[config.mk]
export PLATFORM = sky130hd
export DESIGN_NAME = id_stage_flat
export DESIGN_NICKNAME = d
export VERILOG_FILES = /design/src/rtl/id_stage_if.sv /design/src/rtl/id_stage.sv /design/src/flat_wrapper.sv
export SDC_FILE = /design/constraint.sdc
export NUM_CORES = 2
export LEC_CHECK = 0
export ABC_AREA = 1
export CAP_MARGIN = 10
export CORE_AREA = 2 2 369 334
export CTS_CLUSTER_DIAMETER = 30
export DETAILED_ROUTE_END_ITERATION = 12
export DIE_AREA = 0 0 371 336
export PLACE_DENSITY_LB_ADDON = 0.08
export SYNTH_ARGS = -nofsm -noshare
export SYNTH_HDL_FRONTEND = slang
export SYNTH_SLANG_ARGS = --single-unit
[constraint.sdc]
create_clock -name clock -period 40.5 [get_ports clock]
set_input_delay 4.05 -clock clock [delete_from_list [all_inputs] [get_ports clock]]
set_output_delay 4.05 -clock clock [all_outputs]
set_load 0.1 [all_outputs]
[src/rtl/id_stage_if.sv]
// Writeback bus into the decode stage: the register-file write port driven by WB.
// RegWrite_WB qualifies RD_WB/Result_WB in the same cycle; there is no backpressure (always accepted).
interface id_stage_if;
  logic        RegWrite_WB;
  logic [4:0]  RD_WB;
  logic [31:0] Result_WB;

  modport master (output RegWrite_WB, output RD_WB, output Result_WB);
  modport slave  (input  RegWrite_WB, input  RD_WB, input  Result_WB);
endinterface

[src/rtl/id_stage.sv]
// RV32I decode stage: register file with WB bypass, control decode, immediates, load-use stall.
// Optional macro ID_PERF_CNT_EN adds stall_cnt/flush_cnt performance counters.
module id_stage #(
  parameter bit ZERO_ON_RESET = 1'b1
) (
  input  logic        clock,
  input  logic        reset,
  id_stage_if.slave   wb,
  input  logic [31:0] instr_ID,
  input  logic [31:0] PC_in,
  input  logic        MemToReg_EX,
  input  logic [4:0]  RD_EX,
  input  logic        flush_ID,
  output logic [31:0] PC_ID,
  output logic [31:0] RD1_ID,
  output logic [31:0] RD2_ID,
  output logic [31:0] ImmExt_ID,
  output logic [4:0]  RS1_ID,
  output logic [4:0]  RS2_ID,
  output logic [4:0]  RD_ID,
  output logic [2:0]  funct3_ID,
  output logic        funct7b5_ID,
  output logic        ALUSrc_ID,
  output logic [1:0]  ALUOp_ID,
  output logic        Branch_ID,
  output logic        RegWrite_ID,
  output logic        MemToReg_ID,
  output logic        MemWrite_ID,
  output logic        illegal_ID,
  output logic        stall_ID,
  output logic        enable_PC,
`ifdef ID_PERF_CNT_EN
  output logic [31:0] stall_cnt,
  output logic [31:0] flush_cnt,
`endif
  output logic        enable_IF_ID
);

  typedef enum logic [6:0] {
    OP_R     = 7'b0110011,
    OP_IALU  = 7'b0010011,
    OP_LOAD  = 7'b0000011,
    OP_STORE = 7'b0100011,
    OP_BR    = 7'b1100011
  } opcode_e;

  logic [31:0] regs_q [32];
  logic        wr_en;
  logic [4:0]  rs1, rs2;

  assign rs1   = instr_ID[19:15];
  assign rs2   = instr_ID[24:20];
  assign wr_en = wb.RegWrite_WB && (wb.RD_WB != 5'd0);

  generate
    if (ZERO_ON_RESET) begin : g_rf_rst
      always_ff @(posedge clock or posedge reset) begin
        if (reset) begin
          for (int i = 0; i < 32; i++) regs_q[i] <= '0;
        end else if (wr_en) begin
          regs_q[wb.RD_WB] <= wb.Result_WB;
        end
      end
    end else begin : g_rf_norst
      always_ff @(posedge clock) begin
        if (wr_en) regs_q[wb.RD_WB] <= wb.Result_WB;
      end
    end
  endgenerate

  // Write-before-read: a same-cycle WB write to the read address is returned directly.
  always_comb begin
    RD1_ID = '0;
    RD2_ID = '0;
    if (rs1 != 5'd0) RD1_ID = (wr_en && wb.RD_WB == rs1) ? wb.Result_WB : regs_q[rs1];
    if (rs2 != 5'd0) RD2_ID = (wr_en && wb.RD_WB == rs2) ? wb.Result_WB : regs_q[rs2];
  end

  logic       dec_alusrc, dec_branch, dec_regwrite, dec_memtoreg, dec_memwrite, dec_illegal;
  logic [1:0] dec_aluop;
  logic       uses_rs1, uses_rs2;
  logic       bubble;

  always_comb begin
    dec_alusrc   = 1'b0;
    dec_aluop    = 2'b00;
    dec_branch   = 1'b0;
    dec_regwrite = 1'b0;
    dec_memtoreg = 1'b0;
    dec_memwrite = 1'b0;
    dec_illegal  = 1'b0;
    uses_rs1     = 1'b0;
    uses_rs2     = 1'b0;
    ImmExt_ID    = '0;
    case (instr_ID[6:0])
      OP_R: begin
        dec_aluop = 2'b10; dec_regwrite = 1'b1;
        uses_rs1 = 1'b1; uses_rs2 = 1'b1;
      end
      OP_IALU: begin
        dec_alusrc = 1'b1; dec_aluop = 2'b10; dec_regwrite = 1'b1;
        uses_rs1 = 1'b1;
        ImmExt_ID = {{20{instr_ID[31]}}, instr_ID[31:20]};
      end
      OP_LOAD: begin
        dec_alusrc = 1'b1; dec_regwrite = 1'b1; dec_memtoreg = 1'b1;
        uses_rs1 = 1'b1;
        ImmExt_ID = {{20{instr_ID[31]}}, instr_ID[31:20]};
      end
      OP_STORE: begin
        dec_alusrc = 1'b1; dec_memwrite = 1'b1;
        uses_rs1 = 1'b1; uses_rs2 = 1'b1;
        ImmExt_ID = {{20{instr_ID[31]}}, instr_ID[31:25], instr_ID[11:7]};
      end
      OP_BR: begin
        dec_aluop = 2'b01; dec_branch = 1'b1;
        uses_rs1 = 1'b1; uses_rs2 = 1'b1;
        ImmExt_ID = {{20{instr_ID[31]}}, instr_ID[7], instr_ID[30:25], instr_ID[11:8], 1'b0};
      end
      default: dec_illegal = 1'b1;
    endcase
  end

  // A squashed instruction never stalls; either condition turns the slot into a bubble.
  assign stall_ID = MemToReg_EX && (RD_EX != 5'd0) &&
                    ((uses_rs1 && RD_EX == rs1) || (uses_rs2 && RD_EX == rs2)) && !flush_ID;
  assign bubble   = stall_ID || flush_ID;

  assign ALUSrc_ID    = dec_alusrc   & ~bubble;
  assign ALUOp_ID     = dec_aluop    & {2{~bubble}};
  assign Branch_ID    = dec_branch   & ~bubble;
  assign RegWrite_ID  = dec_regwrite & ~bubble;
  assign MemToReg_ID  = dec_memtoreg & ~bubble;
  assign MemWrite_ID  = dec_memwrite & ~bubble;
  assign illegal_ID   = dec_illegal  & ~bubble;

  assign enable_PC    = ~stall_ID;
  assign enable_IF_ID = ~stall_ID;

  assign PC_ID       = PC_in;
  assign RS1_ID      = rs1;
  assign RS2_ID      = rs2;
  assign RD_ID       = instr_ID[11:7];
  assign funct3_ID   = instr_ID[14:12];
  assign funct7b5_ID = instr_ID[30];

`ifdef ID_PERF_CNT_EN
  logic [31:0] stall_cnt_q, stall_cnt_d;
  logic [31:0] flush_cnt_q, flush_cnt_d;

  assign stall_cnt_d = stall_cnt_q + {31'd0, stall_ID};
  assign flush_cnt_d = flush_cnt_q + {31'd0, flush_ID};

  always_ff @(posedge clock or posedge reset) begin
    if (reset) begin
      stall_cnt_q <= '0;
      flush_cnt_q <= '0;
    end else begin
      stall_cnt_q <= stall_cnt_d;
      flush_cnt_q <= flush_cnt_d;
    end
  end

  assign stall_cnt = stall_cnt_q;
  assign flush_cnt = flush_cnt_q;
`endif

endmodule

[src/flat_wrapper.sv]
// flat-port wrapper written by rule: the top's interface ports become plain ports
module id_stage_flat 
#(
  parameter bit ZERO_ON_RESET = 1'b1
)
  (clock, reset, instr_ID, PC_in, MemToReg_EX, RD_EX, flush_ID, PC_ID, RD1_ID, RD2_ID, ImmExt_ID, RS1_ID, RS2_ID, RD_ID, funct3_ID, funct7b5_ID, ALUSrc_ID, ALUOp_ID, Branch_ID, RegWrite_ID, MemToReg_ID, MemWrite_ID, illegal_ID, stall_ID, enable_PC, enable_IF_ID, wb_RegWrite_WB, wb_RD_WB, wb_Result_WB);
  id_stage_if wb_i ();
  input  logic clock;
  input  logic reset;
  input  logic [31:0] instr_ID;
  input  logic [31:0] PC_in;
  input  logic MemToReg_EX;
  input  logic [4:0] RD_EX;
  input  logic flush_ID;
  output logic [31:0] PC_ID;
  output logic [31:0] RD1_ID;
  output logic [31:0] RD2_ID;
  output logic [31:0] ImmExt_ID;
  output logic [4:0] RS1_ID;
  output logic [4:0] RS2_ID;
  output logic [4:0] RD_ID;
  output logic [2:0] funct3_ID;
  output logic funct7b5_ID;
  output logic ALUSrc_ID;
  output logic [1:0] ALUOp_ID;
  output logic Branch_ID;
  output logic RegWrite_ID;
  output logic MemToReg_ID;
  output logic MemWrite_ID;
  output logic illegal_ID;
  output logic stall_ID;
  output logic enable_PC;
  output logic enable_IF_ID;
  input wire logic [$bits(wb_i.RegWrite_WB)-1:0] wb_RegWrite_WB;
  input wire logic [$bits(wb_i.RD_WB)-1:0] wb_RD_WB;
  input wire logic [$bits(wb_i.Result_WB)-1:0] wb_Result_WB;
  assign wb_i.RegWrite_WB = wb_RegWrite_WB;
  assign wb_i.RD_WB = wb_RD_WB;
  assign wb_i.Result_WB = wb_Result_WB;
  id_stage #(.ZERO_ON_RESET(ZERO_ON_RESET)) u_core (.clock(clock), .reset(reset), .wb(wb_i), .instr_ID(instr_ID), .PC_in(PC_in), .MemToReg_EX(MemToReg_EX), .RD_EX(RD_EX), .flush_ID(flush_ID), .PC_ID(PC_ID), .RD1_ID(RD1_ID), .RD2_ID(RD2_ID), .ImmExt_ID(ImmExt_ID), .RS1_ID(RS1_ID), .RS2_ID(RS2_ID), .RD_ID(RD_ID), .funct3_ID(funct3_ID), .funct7b5_ID(funct7b5_ID), .ALUSrc_ID(ALUSrc_ID), .ALUOp_ID(ALUOp_ID), .Branch_ID(Branch_ID), .RegWrite_ID(RegWrite_ID), .MemToReg_ID(MemToReg_ID), .MemWrite_ID(MemWrite_ID), .illegal_ID(illegal_ID), .stall_ID(stall_ID), .enable_PC(enable_PC), .enable_IF_ID(enable_IF_ID));
endmodule
==> impl_metrics.env <==
export IMPL_grt_antenna_before_repair=16
export IMPL_yosysUniqueCellTypes=35
export IMPL_worst_slack_ns=26.12
export IMPL_grt_usage_pct=37.9
export IMPL_regMostFlops="u_core.regs_q"
export IMPL_drive_gt1_share_pct=7.99
export IMPL_p_per_area_nw_per_um2=59.5
export IMPL_synth_seq_area_share_pct=42.7
export IMPL_cp_end_kind="output port"
export IMPL_dp_slack_ns=26.50
export IMPL_grt_setup_unrepaired="no"
export IMPL_coreArea_um2=121000
export IMPL_arrival_ns=10.33
export IMPL_ys_ff_latch=1024
export IMPL_routabilityCongestion=0.850
export IMPL_ios=269
export IMPL_dr_pass1_iters=8
export IMPL_clock_root_buffer="clkbuf_16"
export IMPL_hold_viol=0
export IMPL_top_regs="u_core.regs_q x1024"
export IMPL_drt_iter0_drc=8109
export IMPL_drcViolationCount=0
export IMPL_cp_startpoint="instr_ID[20]"
export IMPL_yosysWarningCount=0
export IMPL_synth_cells=8687
export IMPL_yosys_area_top_type="dfrtp_1"
export IMPL_cts_tree="yes"
export IMPL_area_growth_pct=16.7
export IMPL_fin_tns_setup_ns=0
export IMPL_grt_max_degree=267
export IMPL_multi_input_area_um2=27900
export IMPL_wl_per_cell_um=23.3
export IMPL_largest_register_ffs=1024
export IMPL_maxCapViolCount=0
export IMPL_path_class="input port to output port"
export IMPL_worst_slew_pin_slew_ns=1.27
export IMPL_rows=121
export IMPL_postCtsSetupBuffers=0
export IMPL_path_clk_slew_ns=0.04
export IMPL_io_buffer_count=198
export IMPL_yosysTopAreaCellShare_pct=42.7
export IMPL_power_leakage_nw=33.1
export IMPL_post_route_util_pct=58.0
export IMPL_max_freq_mhz=69.6
export IMPL_period_minus_slack_ns=14.38
export IMPL_hold_buffers=0
export IMPL_finalPower_mw=4.17
export IMPL_ctsResizeCount=0
export IMPL_slew_headroom_pct=15.2
export IMPL_htree_levels=4
export IMPL_hold_start="u_core.regs_q[1008]"
export IMPL_final_max_slew_viol_count=0
export IMPL_num_vias=60400
export IMPL_ant_nets=0
export IMPL_hold_path_class="flip-flop to flip-flop"
export IMPL_syn_mean_instance_area_um2=6.90
export IMPL_synth_area_um2=60000
export IMPL_yosys_top_cells_area="dfrtp_1 43%, nand2_1 16%, nand3_1 8.5%, o21ai_0 8.2%, inv_1 4.6%"
export IMPL_cp_data_required_time_ns=36.45
export IMPL_die_x_um=371
export IMPL_avgViaCountPerCell=5.92
export IMPL_setup_violations=0
export IMPL_grt_overflow_total=0
export IMPL_grt_pass1_wl_um=356000
export IMPL_start_kind="input port"
export IMPL_dpl_cell_area_um2=61200
export IMPL_fillCellCount=11300
export IMPL_grt_pass1_vias=55700
export IMPL_clk_latency_ns=0.83
export IMPL_crit_reg2reg_launch="u_core.regs_q[304]"
export IMPL_seq_area_um2=25600
export IMPL_fin_area_um2=70000
export IMPL_die_area_um2=125000
export IMPL_outcome="finished clean"
export IMPL_fin_crit_sh_pct=35.5
export IMPL_drt_total_wl_um=238000
export IMPL_cp_max_fo=95
export IMPL_cts_buffers=241
export IMPL_clock_sinks=1024
export IMPL_cts_buffer_depth=3
export IMPL_start_util_pct=49.7
export IMPL_fp_dieH_um=336
export IMPL_hpwlAfterDp_um=125000
export IMPL_syn_nets=8798
export IMPL_nets=8496
export IMPL_skew_ns=0
export IMPL_ir_worst_vdd_uv=42.2
[where the power goes]
part           internal (mW)  switching, mW  leakage [nW]
clock network           1.44          0.657          4.25
logic                  0.232          0.494          15.9
registers               1.22          0.122          13.0
[final cells by class]
cell class              count  share of cell area [%]
multi-input cells        6080                    39.9
flip-flops and latches   1024                    36.6
clock buffers             297                    9.44
inverters                 754                    4.11
repair buffers            284                    3.94
clock inverters           156                    3.15
well taps                1599                    2.86
diodes                      7                  0.0250
[routing by layer]
layer,global-route usage (%),share of wire [%]
met2,56.7,43
met1,52.0,41
met5,0,0.034
met3,9.21,12
met4,16.8,4.3
[final timing paths]
kind                                       end  slack [ns]  cells past startpoint
min reg2reg                u_core.regs_q[1008]        0.37                      0
max in group asynchronous   u_core.regs_q[547]       34.48                      4
max reg2reg                 u_core.regs_q[304]       39.71                      2
max                                 RD2_ID[26]       26.12                     13
min in group asynchronous   u_core.regs_q[535]        3.76                      2
min                        u_core.regs_q[1008]        0.37                      0
[cells in the final DEF, fill, tap and decap left out, types with 22 or more instances in the layout]
cell,instances
nand3_1,1014
a21oi_1,284
clkdlybuf4s50_1,188
dfrtp_1,1024
clkinv_2,41
o21ai_1,378
inv_1,734
o21ai_2,32
clkbuf_16,243
clkinvlp_4,31
clkbuf_1,22
or2_2,57
nand2_1,2585
o211ai_1,230
bufinv_16,45
o21ai_0,988
buf_4,80
clkbuf_8,32
nor2_1,433
[synth_stat cells]
master	n
o211ai_1	230
xor2_1	9
inv_4	1
nand4_1	5
o41ai_1	1
buf_4	73
nor3_4	8
inv_1	742
inv_2	10
a21oi_1	284
nand3_2	1
xnor2_1	8
nor2_1	437
clkbuf_1	449
dfrtp_1	1024
clkbuf_2	2
nand3_1	1014
nand2_2	10
nor2_4	8
o21ai_0	988
nor3_2	2
o21ai_1	378
buf_2	237
o21ai_2	32
nand2_4	4
nand4_2	1
o21ai_4	1
nand2_8	5
nor3_1	3
buf_6	6
o22ai_1	2
nand2_1	2592
inv_6	1
buf_1	62
or2_2	57
[kinds of logic (layout without fill, tap and decap cells)]
logic type             after synthesis  after routing  synth area share, %
AND/OR/NAND/NOR                   4147           4147                 28.9
AO/OA/AOI/OAI                     1916           1916                 17.2
buffers and inverters             1583           1491                 11.0
flip-flops                        1024           1024                 42.7
XOR/XNOR                            17             17                0.248
other                                0              7                    0
[critical path, cell delays in order]
cell and delay [ns]:
buf_8 0.42, buf_4 0.72, buf_4 0.65, buf_4 0.64
buf_4 0.82, or2_2 0.23, nand3_1 0.06, nand3_1 0.11
nand3_1 0.10, nand3_1 0.15, nand2_1 0.18, a21oi_1 0.66
clkdlybuf4s50_1 1.28
[per-stage QoR]
stage               instances  hold slack (ns)
floorplan                8687            0.429
global placement         9741            0.365
detailed placement       9741            0.366
CTS                     10200            0.376
global route            10200            0.385
finish                  10200            0.372
Power figures use the tool's default switching activity.
